[src/rtl/mux16_demux_pkg.sv]
// ============================================================================
// Module : mux16_demux_pkg
// Brief  : Shared defaults, FSM state type and full-mask constant for the
//          16:1 select-mux frame demultiplexer.
// Rev    : 1.0
// ============================================================================
`default_nettype none

package mux16_demux_pkg;

    localparam int DEF_N_CH  = 16;
    localparam int DEF_SEL_W = 4;

    typedef enum logic [0:0] {
        FILL  = 1'b0,
        STALL = 1'b1
    } state_t;

    localparam logic [DEF_N_CH-1:0] c_MASK_FULL = {DEF_N_CH{1'b1}};

endpackage

`default_nettype wire

[src/rtl/mux16_frame_demux_if.sv]
// ============================================================================
// Module : mux16_frame_demux_if
// Brief  : Muxed-line input, frame output handshake and error pulses.
//          master = line source / frame sink, slave = the demultiplexer.
// Rev    : 1.0
// ============================================================================
`default_nettype none

interface mux16_frame_demux_if
    import mux16_demux_pkg::*;
#(
    parameter int N_CH  = DEF_N_CH,
    parameter int SEL_W = DEF_SEL_W
);
    logic             line_en_n;
    logic             line_bit;
    logic [SEL_W-1:0] line_sel;
    logic             line_rdy;
    logic [N_CH-1:0]  out_data;
    logic             out_valid;
    logic             out_ready;
    logic             err_dup;
    logic             err_drop;
    logic             err_timeout;

    modport master (
        output line_en_n, line_bit, line_sel, out_ready,
        input  line_rdy, out_data, out_valid, err_dup, err_drop, err_timeout
    );

    modport slave (
        input  line_en_n, line_bit, line_sel, out_ready,
        output line_rdy, out_data, out_valid, err_dup, err_drop, err_timeout
    );
endinterface

`default_nettype wire

[src/rtl/demux_slot_collector.sv]
// ============================================================================
// Module : demux_slot_collector
// Brief  : Collect register and fill mask; inserts one bit per accepted
//          sample and flags the sample that completes the frame.
// Rev    : 1.0
// ============================================================================
`default_nettype none

module demux_slot_collector
    import mux16_demux_pkg::*;
#(
    parameter int N_CH  = DEF_N_CH,
    parameter int SEL_W = DEF_SEL_W
) (
    input  wire logic             clk,
    input  wire logic             rst,
    input  wire logic             i_insert,
    input  wire logic [SEL_W-1:0] i_sel,
    input  wire logic             i_bit,
    input  wire logic             i_clear,
    output logic      [N_CH-1:0]  o_collect,
    output logic      [N_CH-1:0]  o_collect_next,
    output logic                  o_hit,
    output logic                  o_mask_any,
    output logic                  o_complete
);
    localparam logic [N_CH-1:0] c_FULL = {N_CH{1'b1}};

    logic [N_CH-1:0] r_collect;
    logic [N_CH-1:0] r_mask;
    logic [N_CH-1:0] w_mask_next;

    always_comb begin
        o_collect_next = r_collect;
        w_mask_next    = r_mask;
        if (i_insert) begin
            o_collect_next[i_sel] = i_bit;
            w_mask_next[i_sel]    = 1'b1;
        end
    end

    assign o_collect  = r_collect;
    assign o_hit      = r_mask[i_sel];
    assign o_mask_any = |r_mask;
    assign o_complete = i_insert && (w_mask_next == c_FULL);

    // Clear beats insert: the completing sample is already carried out via o_collect_next.
    always_ff @(posedge clk) begin
        if (rst || i_clear) begin
            r_collect <= '0;
            r_mask    <= '0;
        end else begin
            r_collect <= o_collect_next;
            r_mask    <= w_mask_next;
        end
    end

endmodule

`default_nettype wire

[src/rtl/mux16_frame_demux.sv]
// ============================================================================
// Module : mux16_frame_demux
// Brief  : Rebuilds parallel frames from a 16:1 select-muxed serial line.
//          Optional partial-frame timeout: MUX16_FRAME_DEMUX_TIMEOUT_EN.
// Rev    : 1.0
// ============================================================================
`default_nettype none

module mux16_frame_demux
    import mux16_demux_pkg::*;
#(
    parameter int N_CH    = DEF_N_CH,
    parameter int SEL_W   = DEF_SEL_W,
    parameter int TIMEOUT = 64
) (
    input wire logic               clk,
    input wire logic               rst,
    mux16_frame_demux_if.slave     bus
);
    state_t          r_state;
    state_t          w_state_next;
    logic            w_accept;
    logic            w_xfer;
    logic            w_out_free;
    logic            w_load;
    logic [N_CH-1:0] w_load_data;
    logic            w_clear;
    logic            w_timeout;
    logic            w_hit;
    logic            w_mask_any;
    logic            w_complete;
    logic [N_CH-1:0] w_collect;
    logic [N_CH-1:0] w_collect_next;

    logic [N_CH-1:0] r_out_data;
    logic            r_out_valid;
    logic            r_err_dup;
    logic            r_err_drop;

    demux_slot_collector #(
        .N_CH  (N_CH),
        .SEL_W (SEL_W)
    ) u_collector (
        .clk            (clk),
        .rst            (rst),
        .i_insert       (w_accept),
        .i_sel          (bus.line_sel),
        .i_bit          (bus.line_bit),
        .i_clear        (w_clear),
        .o_collect      (w_collect),
        .o_collect_next (w_collect_next),
        .o_hit          (w_hit),
        .o_mask_any     (w_mask_any),
        .o_complete     (w_complete)
    );

    assign w_xfer     = r_out_valid && bus.out_ready;
    assign w_out_free = !r_out_valid || bus.out_ready;

    always_ff @(posedge clk) begin
        if (rst) r_state <= FILL;
        else     r_state <= w_state_next;
    end

    always_comb begin
        w_state_next = r_state;
        case (r_state)
            FILL:    if (w_complete && !w_out_free) w_state_next = STALL;
            STALL:   if (w_xfer)                    w_state_next = FILL;
            default: w_state_next = FILL;
        endcase
    end

    always_comb begin
        w_accept    = 1'b0;
        w_load      = 1'b0;
        w_load_data = w_collect_next;
        bus.line_rdy = 1'b0;
        case (r_state)
            FILL: begin
                bus.line_rdy = 1'b1;
                w_accept     = !bus.line_en_n;
                w_load       = w_complete && w_out_free;
            end
            STALL: begin
                w_load      = w_xfer;
                w_load_data = w_collect;
            end
            default: ;
        endcase
        w_clear = w_load || w_timeout;
    end

    // A load in the same cycle as a transfer keeps out_valid high (back-to-back).
    always_ff @(posedge clk) begin
        if (rst) begin
            r_out_data  <= '0;
            r_out_valid <= 1'b0;
            r_err_dup   <= 1'b0;
            r_err_drop  <= 1'b0;
        end else begin
            if (w_load) begin
                r_out_data  <= w_load_data;
                r_out_valid <= 1'b1;
            end else if (w_xfer) begin
                r_out_valid <= 1'b0;
            end
            r_err_dup  <= w_accept && w_hit;
            r_err_drop <= (r_state == STALL) && !bus.line_en_n;
        end
    end

    assign bus.out_data  = r_out_data;
    assign bus.out_valid = r_out_valid;
    assign bus.err_dup   = r_err_dup;
    assign bus.err_drop  = r_err_drop;

`ifdef MUX16_FRAME_DEMUX_TIMEOUT_EN
    localparam int              TMR_W      = $clog2(TIMEOUT + 1);
    localparam logic [TMR_W-1:0] c_TMR_LAST = TMR_W'(TIMEOUT - 1);

    logic [TMR_W-1:0] r_tmr;
    logic             r_err_timeout;

    // Completion needs an accepted sample, so it can never coincide with a timeout.
    assign w_timeout = (r_state == FILL) && !w_accept && w_mask_any && (r_tmr == c_TMR_LAST);

    always_ff @(posedge clk) begin
        if (rst) begin
            r_tmr         <= '0;
            r_err_timeout <= 1'b0;
        end else begin
            r_err_timeout <= w_timeout;
            if (r_state == FILL) begin
                if (w_accept || w_timeout) r_tmr <= '0;
                else if (w_mask_any)       r_tmr <= r_tmr + 1'b1;
            end
        end
    end

    assign bus.err_timeout = r_err_timeout;
`else
    assign w_timeout       = 1'b0;
    assign bus.err_timeout = 1'b0;
`endif

endmodule

`default_nettype wire

[src/flat_wrapper.sv]
// flat-port wrapper written by rule: the top's interface ports become plain ports
module mux16_frame_demux_flat import mux16_demux_pkg::*;
#(
    parameter int N_CH    = DEF_N_CH,
    parameter int SEL_W   = DEF_SEL_W,
    parameter int TIMEOUT = 64
)
  (clk, rst, bus_line_en_n, bus_line_bit, bus_line_sel, bus_out_ready, bus_line_rdy, bus_out_data, bus_out_valid, bus_err_dup, bus_err_drop, bus_err_timeout);
  mux16_frame_demux_if #(.N_CH(N_CH), .SEL_W(SEL_W)) bus_i ();
  input wire logic clk;
  input wire logic rst;
  input wire logic [$bits(bus_i.line_en_n)-1:0] bus_line_en_n;
  input wire logic [$bits(bus_i.line_bit)-1:0] bus_line_bit;
  input wire logic [$bits(bus_i.line_sel)-1:0] bus_line_sel;
  input wire logic [$bits(bus_i.out_ready)-1:0] bus_out_ready;
  output wire logic [$bits(bus_i.line_rdy)-1:0] bus_line_rdy;
  output wire logic [$bits(bus_i.out_data)-1:0] bus_out_data;
  output wire logic [$bits(bus_i.out_valid)-1:0] bus_out_valid;
  output wire logic [$bits(bus_i.err_dup)-1:0] bus_err_dup;
  output wire logic [$bits(bus_i.err_drop)-1:0] bus_err_drop;
  output wire logic [$bits(bus_i.err_timeout)-1:0] bus_err_timeout;
  assign bus_i.line_en_n = bus_line_en_n;
  assign bus_i.line_bit = bus_line_bit;
  assign bus_i.line_sel = bus_line_sel;
  assign bus_i.out_ready = bus_out_ready;
  assign bus_line_rdy = bus_i.line_rdy;
  assign bus_out_data = bus_i.out_data;
  assign bus_out_valid = bus_i.out_valid;
  assign bus_err_dup = bus_i.err_dup;
  assign bus_err_drop = bus_i.err_drop;
  assign bus_err_timeout = bus_i.err_timeout;
  mux16_frame_demux #(.N_CH(N_CH), .SEL_W(SEL_W), .TIMEOUT(TIMEOUT)) u_core (.clk(clk), .rst(rst), .bus(bus_i));
endmodule
[config.mk]
export PLATFORM = sky130hd
export DESIGN_NAME = mux16_frame_demux_flat
export DESIGN_NICKNAME = d
export VERILOG_FILES = /design/src/rtl/mux16_demux_pkg.sv /design/src/rtl/mux16_frame_demux_if.sv /design/src/rtl/demux_slot_collector.sv /design/src/rtl/mux16_frame_demux.sv /design/src/flat_wrapper.sv
export SDC_FILE = /design/constraint.sdc
export NUM_CORES = 1
export LEC_CHECK = 0
export ABC_CLOCK_PERIOD_IN_PS = 3900
export CAP_MARGIN = 40
export CORE_UTILIZATION = 50
export CTS_CLUSTER_DIAMETER = 150
export DETAILED_ROUTE_END_ITERATION = 8
export PLACE_DENSITY = 0.75
export SLEW_MARGIN = 0
export SYNTH_ARGS = -nofsm -noshare
export SYNTH_HDL_FRONTEND = slang
export SYNTH_HIERARCHICAL = 1
export SYNTH_SLANG_ARGS = --single-unit
[constraint.sdc]
create_clock -name clk -period 3.9 [get_ports clk]
set_input_delay 0.585 -clock clk [delete_from_list [all_inputs] [get_ports clk]]
set_output_delay 0.585 -clock clk [all_outputs]
set_load 0.05 [all_outputs]
### Yosys cells after proc, flatten, opt, wreduce, memory -nomap -nowiden

Index checks and enable logic that the tools add are counted.

| operators by class | value |
|---|---|
| magnitude comparators | 2 |
| eq/ne operators | 1 |
| muxes and demuxes | 16 |
| bitwise operators | 2 |
| reduce and logical (&&, ||, !) cells | 13 |

Operator list:

| operator | number |
|---|---|
| $mux 16 | 3 |
| $bwmux 16 | 1 |
| $eq 16x16->1 const B | 1 |
| $or 16x16->16 | 1 |
| $mux 1 | 8 |
| $logic_and 1x1->1 | 7 |
| $lt 4x5->1 const B | 1 |
| $bmux 1 s4 | 1 |
| $demux 1 s4 | 1 |
| $ge 4x1->1 const B | 1 |
| $pmux 1 s2 | 2 |
| $logic_not 1->1 | 3 |
| $logic_or 1x1->1 | 2 |
| $reduce_bool 2->1 | 1 |
| $not 1->1 | 1 |

| storage, ports and cells | value |
|---|---|
| register bits | 52 |
| input bits | 9 |
| output and inout bits | 21 |
| logic and storage cells | 41 |

### Logic depth before layout (Yosys ltp)

| depth | value |
|---|---|
| depth in word-level cells | 11 |
| depth in mapped cells | 15 |
| depth with buffers taken out | 10 |

### Modules after synthesis

Netlist, hierarchy kept.

Modules (own cells, without submodules):

| module | times used | cells an instance | area an instance (µm²) | seq. area each (µm²) |
|---|---|---|---|---|
| demux_slot_collector | 1 | 171 | 1609.0 | 640.6 |
| mux16_frame_demux | 1 | 108 | 1084.8 | 400.4 |

### Least setup slack after synthesis

OpenSTA, ideal clock, no wires.

| path | value |
|---|---|
| path type | register to register |
| start point | register u_core.r_state |
| end point | register u_core.u_collector.r_mask[10] |
| setup time | 0.128 ns |
| arrival | 3.045 ns |
| required time | 3.772 ns |
| setup slack | 0.728 ns |
| cell stages (with the launch flop) | 15 |
| buffers on the path | 5 |
| period minus slack after synthesis | 3.172 ns |
| cell sequence | dfxtp_1 > buf_2 > buf_2 > nor2_1 > nor3b_2 > a41o_1 > nand4b_1 > nor4_2 > o22ai_4 > buf_6 > inv_1 > or2_2 > clkbuf_1 > clkbuf_1 > nor2_1 |

| on the way | value |
|---|---|
| longest elaborated chain between the ends | 7 |

RTL lines:

| item | RTL line | text |
|---|---|---|
| start, declared | mux16_frame_demux.sv:20 | `state_t r_state;` |
| start signal, assigned | mux16_frame_demux.sv:62 | `else r_state <= w_state_next;` |
| $mux 1 * | mux16_frame_demux.sv:79 | `case (r_state)` |
| net u_core.w_accept | mux16_frame_demux.sv:22 | `logic w_accept;` |
| $mux 16 | demux_slot_collector.sv:36 | `if (i_insert) begin` |
| $eq 16x16->1 | demux_slot_collector.sv:45 | `assign o_complete = i_insert && (w_mask_next == c_FULL);` |
| $logic_and 1x1->1 * | demux_slot_collector.sv:45 |  |
| net u_core.w_complete | mux16_frame_demux.sv:31 | `logic w_complete;` |
| $logic_and 1x1->1 * | mux16_frame_demux.sv:83 | `w_load = w_complete && w_out_free;` |
| $pmux 1 s2 * | mux16_frame_demux.sv:79 |  |
| net u_core.w_clear | mux16_frame_demux.sv:27 | `logic w_clear;` |
| $logic_or 1x1->1 * | demux_slot_collector.sv:49 | `if (rst \|\| i_clear) begin` |
| end signal, assigned | demux_slot_collector.sv:54 | `r_mask <= w_mask_next;` |
| end, declared | demux_slot_collector.sv:30 | `logic [N_CH-1:0] r_mask;` |

The timed path passes the listed nets; every way through them passes the cells marked *.
A chain may end at the register's enable or synchronous reset.

### Worst setup path in the final report

| path | value |
|---|---|
| start point | input bus_line_en_n |
| end point | register u_core.r_out_data[14], in the netlist u_core/bus.out_data[14] |

| on the way | value |
|---|---|
| longest elaborated chain between the ends | 7 |

RTL lines:

| item | RTL line | text |
|---|---|---|
| start, declared | flat_wrapper.sv:12 | `input wire logic [$bits(bus_i.line_en_n)-1:0] bus_line_en_n;` |
| $logic_not 1->1 * | mux16_frame_demux.sv:82 | `w_accept = !bus.line_en_n;` |
| $mux 1 * | mux16_frame_demux.sv:79 |  |
| net u_core.w_accept | mux16_frame_demux.sv:22 |  |
| $mux 16 | demux_slot_collector.sv:36 |  |
| $eq 16x16->1 | demux_slot_collector.sv:45 |  |
| $logic_and 1x1->1 * | demux_slot_collector.sv:45 |  |
| net u_core.w_complete | mux16_frame_demux.sv:31 |  |
| $logic_and 1x1->1 * | mux16_frame_demux.sv:83 |  |
| $pmux 1 s2 * | mux16_frame_demux.sv:79 |  |
| end signal, assigned | mux16_frame_demux.sv:103 | `r_out_data <= w_load_data;` |
| end, declared | mux16_frame_demux.sv:35 | `logic [N_CH-1:0] r_out_data;` |

Marks and branches as above.

==> impl_metrics.json <==
{
  "grt_max_degree": 33,
  "worstSetupEndpointType": "register",
  "crit_chain": "clkdlybuf4s50_1 > nor2_1 > nand3_2 > nor3_2 > nand2_1 > a221o_1 > nor4_2 > o22ai_4 > buf_4 > mux2_1",
  "drive_gt1_share_pct": 17.4,
  "core_sq_um": 5110,
  "cp.arrival_ps": 3460,
  "cts_tree": "yes",
  "vias_per_cell": 5.21,
  "rsz0062_at_grt": "no",
  "grt_pass1_vias": 1812,
  "avgSynthCellArea_sq_um": 9.72,
  "maxSlewViolCount": 0,
  "hold_slack_ps": 508,
  "max_freq_ghz": 0.307,
  "tightestPinTransition_ps": 604,
  "r2r_end": "u_core/bus.out_data[14]",
  "path_clk_slew_ps": 100,
  "critical_path_class": "in -> reg",
  "n_fill_cell": 461,
  "min_period_ps": 3260,
  "place_area_sq_um": 2980,
  "slowest_delay_ps": 450,
  "clock_skew_ps": 7.56,
  "die_area_sq_um": 5620,
  "period_share_pct": 83.6,
  "vdd_drop_max_v": 0.000232,
  "path_max_fanout": 15,
  "relSlewSlack_pct": 59.6,
  "io_buffers": 28,
  "cts_buffer_depth": 2,
  "critPathSlowestCell": "clkdlybuf4s50_1",
  "antenna_cells": 0,
  "die-width_um": 75.0,
  "drc_errors": 0,
  "nNetsFinal": 306,
  "antenna_found_initial": 0,
  "post-cts-setup-buffer-count": 0,
  "drtAntennaViolNets": 0,
  "final_hold_viol_count": 0,
  "cts_made_buffers": 5,
  "stdcell_area_sq_um": 3070,
  "holdPathStages": 2,
  "worst_hold_path_type": "reg -> reg",
  "yosys_warnings": 6,
  "routed_wl_um": 5100,
  "cts_root_buf": "clkbuf_8",
  "dr.pass1.iters": 4,
  "start_kind": "primary input",
  "maxCapViolCount": 0,
  "power.density_nw_per_um2": 301,
  "rrSetupSlack_ps": 1050,
  "area_growth_pct": 15.4,
  "wl_per_cell_um": 13.9,
  "rows": 26,
  "die_h_um": 75.0,
  "hold_start": "u_core/u_collector/r_mask[5]",
  "p_leak_nw": 1.19,
  "clk_latency_ps": 310,
  "num_vias": 1916,
  "min_to": "u_core/u_collector/r_mask[5]",
  "ios": 30,
  "setup_violations": 0,
  "initial_utilization_pct": 52.1,
  "critPathRequiredTime_ps": 4110,
  "grt-ovfl-total": 0,
  "cts_sinks": 52,
  "synthesis.area_sq_um": 2660,
  "grt_first_pass_wirelength_um": 8450,
  "initialDrtViolationCount": 146,
  "cts_resized": 0,
  "gp_congestion": 0.881,
  "track_usage_pct": 20.2,
  "status": "finished clean",
  "hold_buffers": 0,
  "rr_startpoint": "u_core/r_state",
  "setup-tns-final_ps": 0,
  "hpwl_um": 3680,
  "syn-num-nets": 283,
  "synthCells": 274,
  "cts.htree.levels": 2,
  "r2r_cells": 9
}
==> final cells by class <==
| type | instances | area [sq um] | share of cell area [%] |
|---|---|---|---|
| Multi-Input combinational cell | 200 | 1500 | 48.8 |
| Sequential cell | 52 | 1040 | 33.9 |
| Timing Repair Buffer | 34 | 338 | 11.0 |
| Tap cell | 70 | 87.6 | 2.85 |
| Clock buffer | 5 | 68.8 | 2.24 |
| Clock inverter | 3 | 22.5 | 0.733 |
| Inverter | 4 | 15.0 | 0.489 |
==> critical path, delay by kind of cell <==
family | cells | cell delay [ps]
buffers and inverters | 2 | 680
and+or+nand+nor | 5 | 1420
muxes | 1 | 320
AOI/OAI and AO/OA | 2 | 460
==> registers in the layout, indices dropped and copies added (netlist names) <==
register	flops
u_core/bus.out_valid	1
u_core/bus.out_data	16
u_core/bus.err_drop	1
u_core/bus.err_dup	1
u_core/u_collector/r_mask	16
u_core/r_state	1
u_core/u_collector/o_collect	16
==> stage by stage <==
stage / total power, mW / instances / util [%] / worst slack [ps]
after CTS: 0.933 / 368 / 60.1 / 630
after floorplan: 0.603 / 274 / - / 728
after detailed placement: 0.624 / 360 / 58.4 / 277
final: 0.924 / 368 / 60.1 / 642
after global placement: 0.624 / 360 / 58.4 / 334
after global routing: 0.964 / 368 / 60.1 / 432
==> worst max path at each step <==
stage	from	end	slack (ps)	depth (start not counted)
final	bus_line_en_n	u_core/bus.out_data[14]	640	10
after global routing	bus_line_en_n	u_core/bus.out_data[14]	430	10
after CTS	bus_line_en_n	u_core/bus.out_data[14]	630	10
after detailed placement	bus_line_en_n	u_core/bus.out_data[14]	280	10
after global placement	bus_line_en_n	u_core/bus.out_data[14]	330	10
after floorplan	u_core/r_state	u_core/u_collector/r_mask[10]	730	14
==> routing by layer <==
layer	up-vias	global-route usage (%)	routed length (um)
li1	975	-	-
met1	889	25.5	2370
met2	47	34.8	2460
met3	5	2.81	206
met5	-	0	0
met4	0	7.97	61
==> where the power goes <==
group	switching (mW)	internal, mW	leakage, nW
logic	0.0416	0.0294	0.725
registers	0.00496	0.536	0.420
clock network	0.182	0.129	0.0485
total	0.229	0.695	1.19
==> cell usage in the layout, fill, tap and decap left out, types with 2 or more instances in the layout <==
master and instances:
nor2b_1 30, mux2i_1 16, clkdlybuf4s50_1 28, mux4_1 4
nand2_1 12, o21ai_0 4, a21oi_1 10, mux2_2 17
nand3_1 2, nor2_1 52, mux2_1 7, nand3b_1 2
buf_4 5, nor3_1 2, dfxtp_1 52, inv_1 4
nand2b_1 3, and2b_1 5, a32oi_1 2, nor2_2 3
mux2_4 9, clkbuf_8 5
No activity file was read; power rests on OpenSTA's default activity.
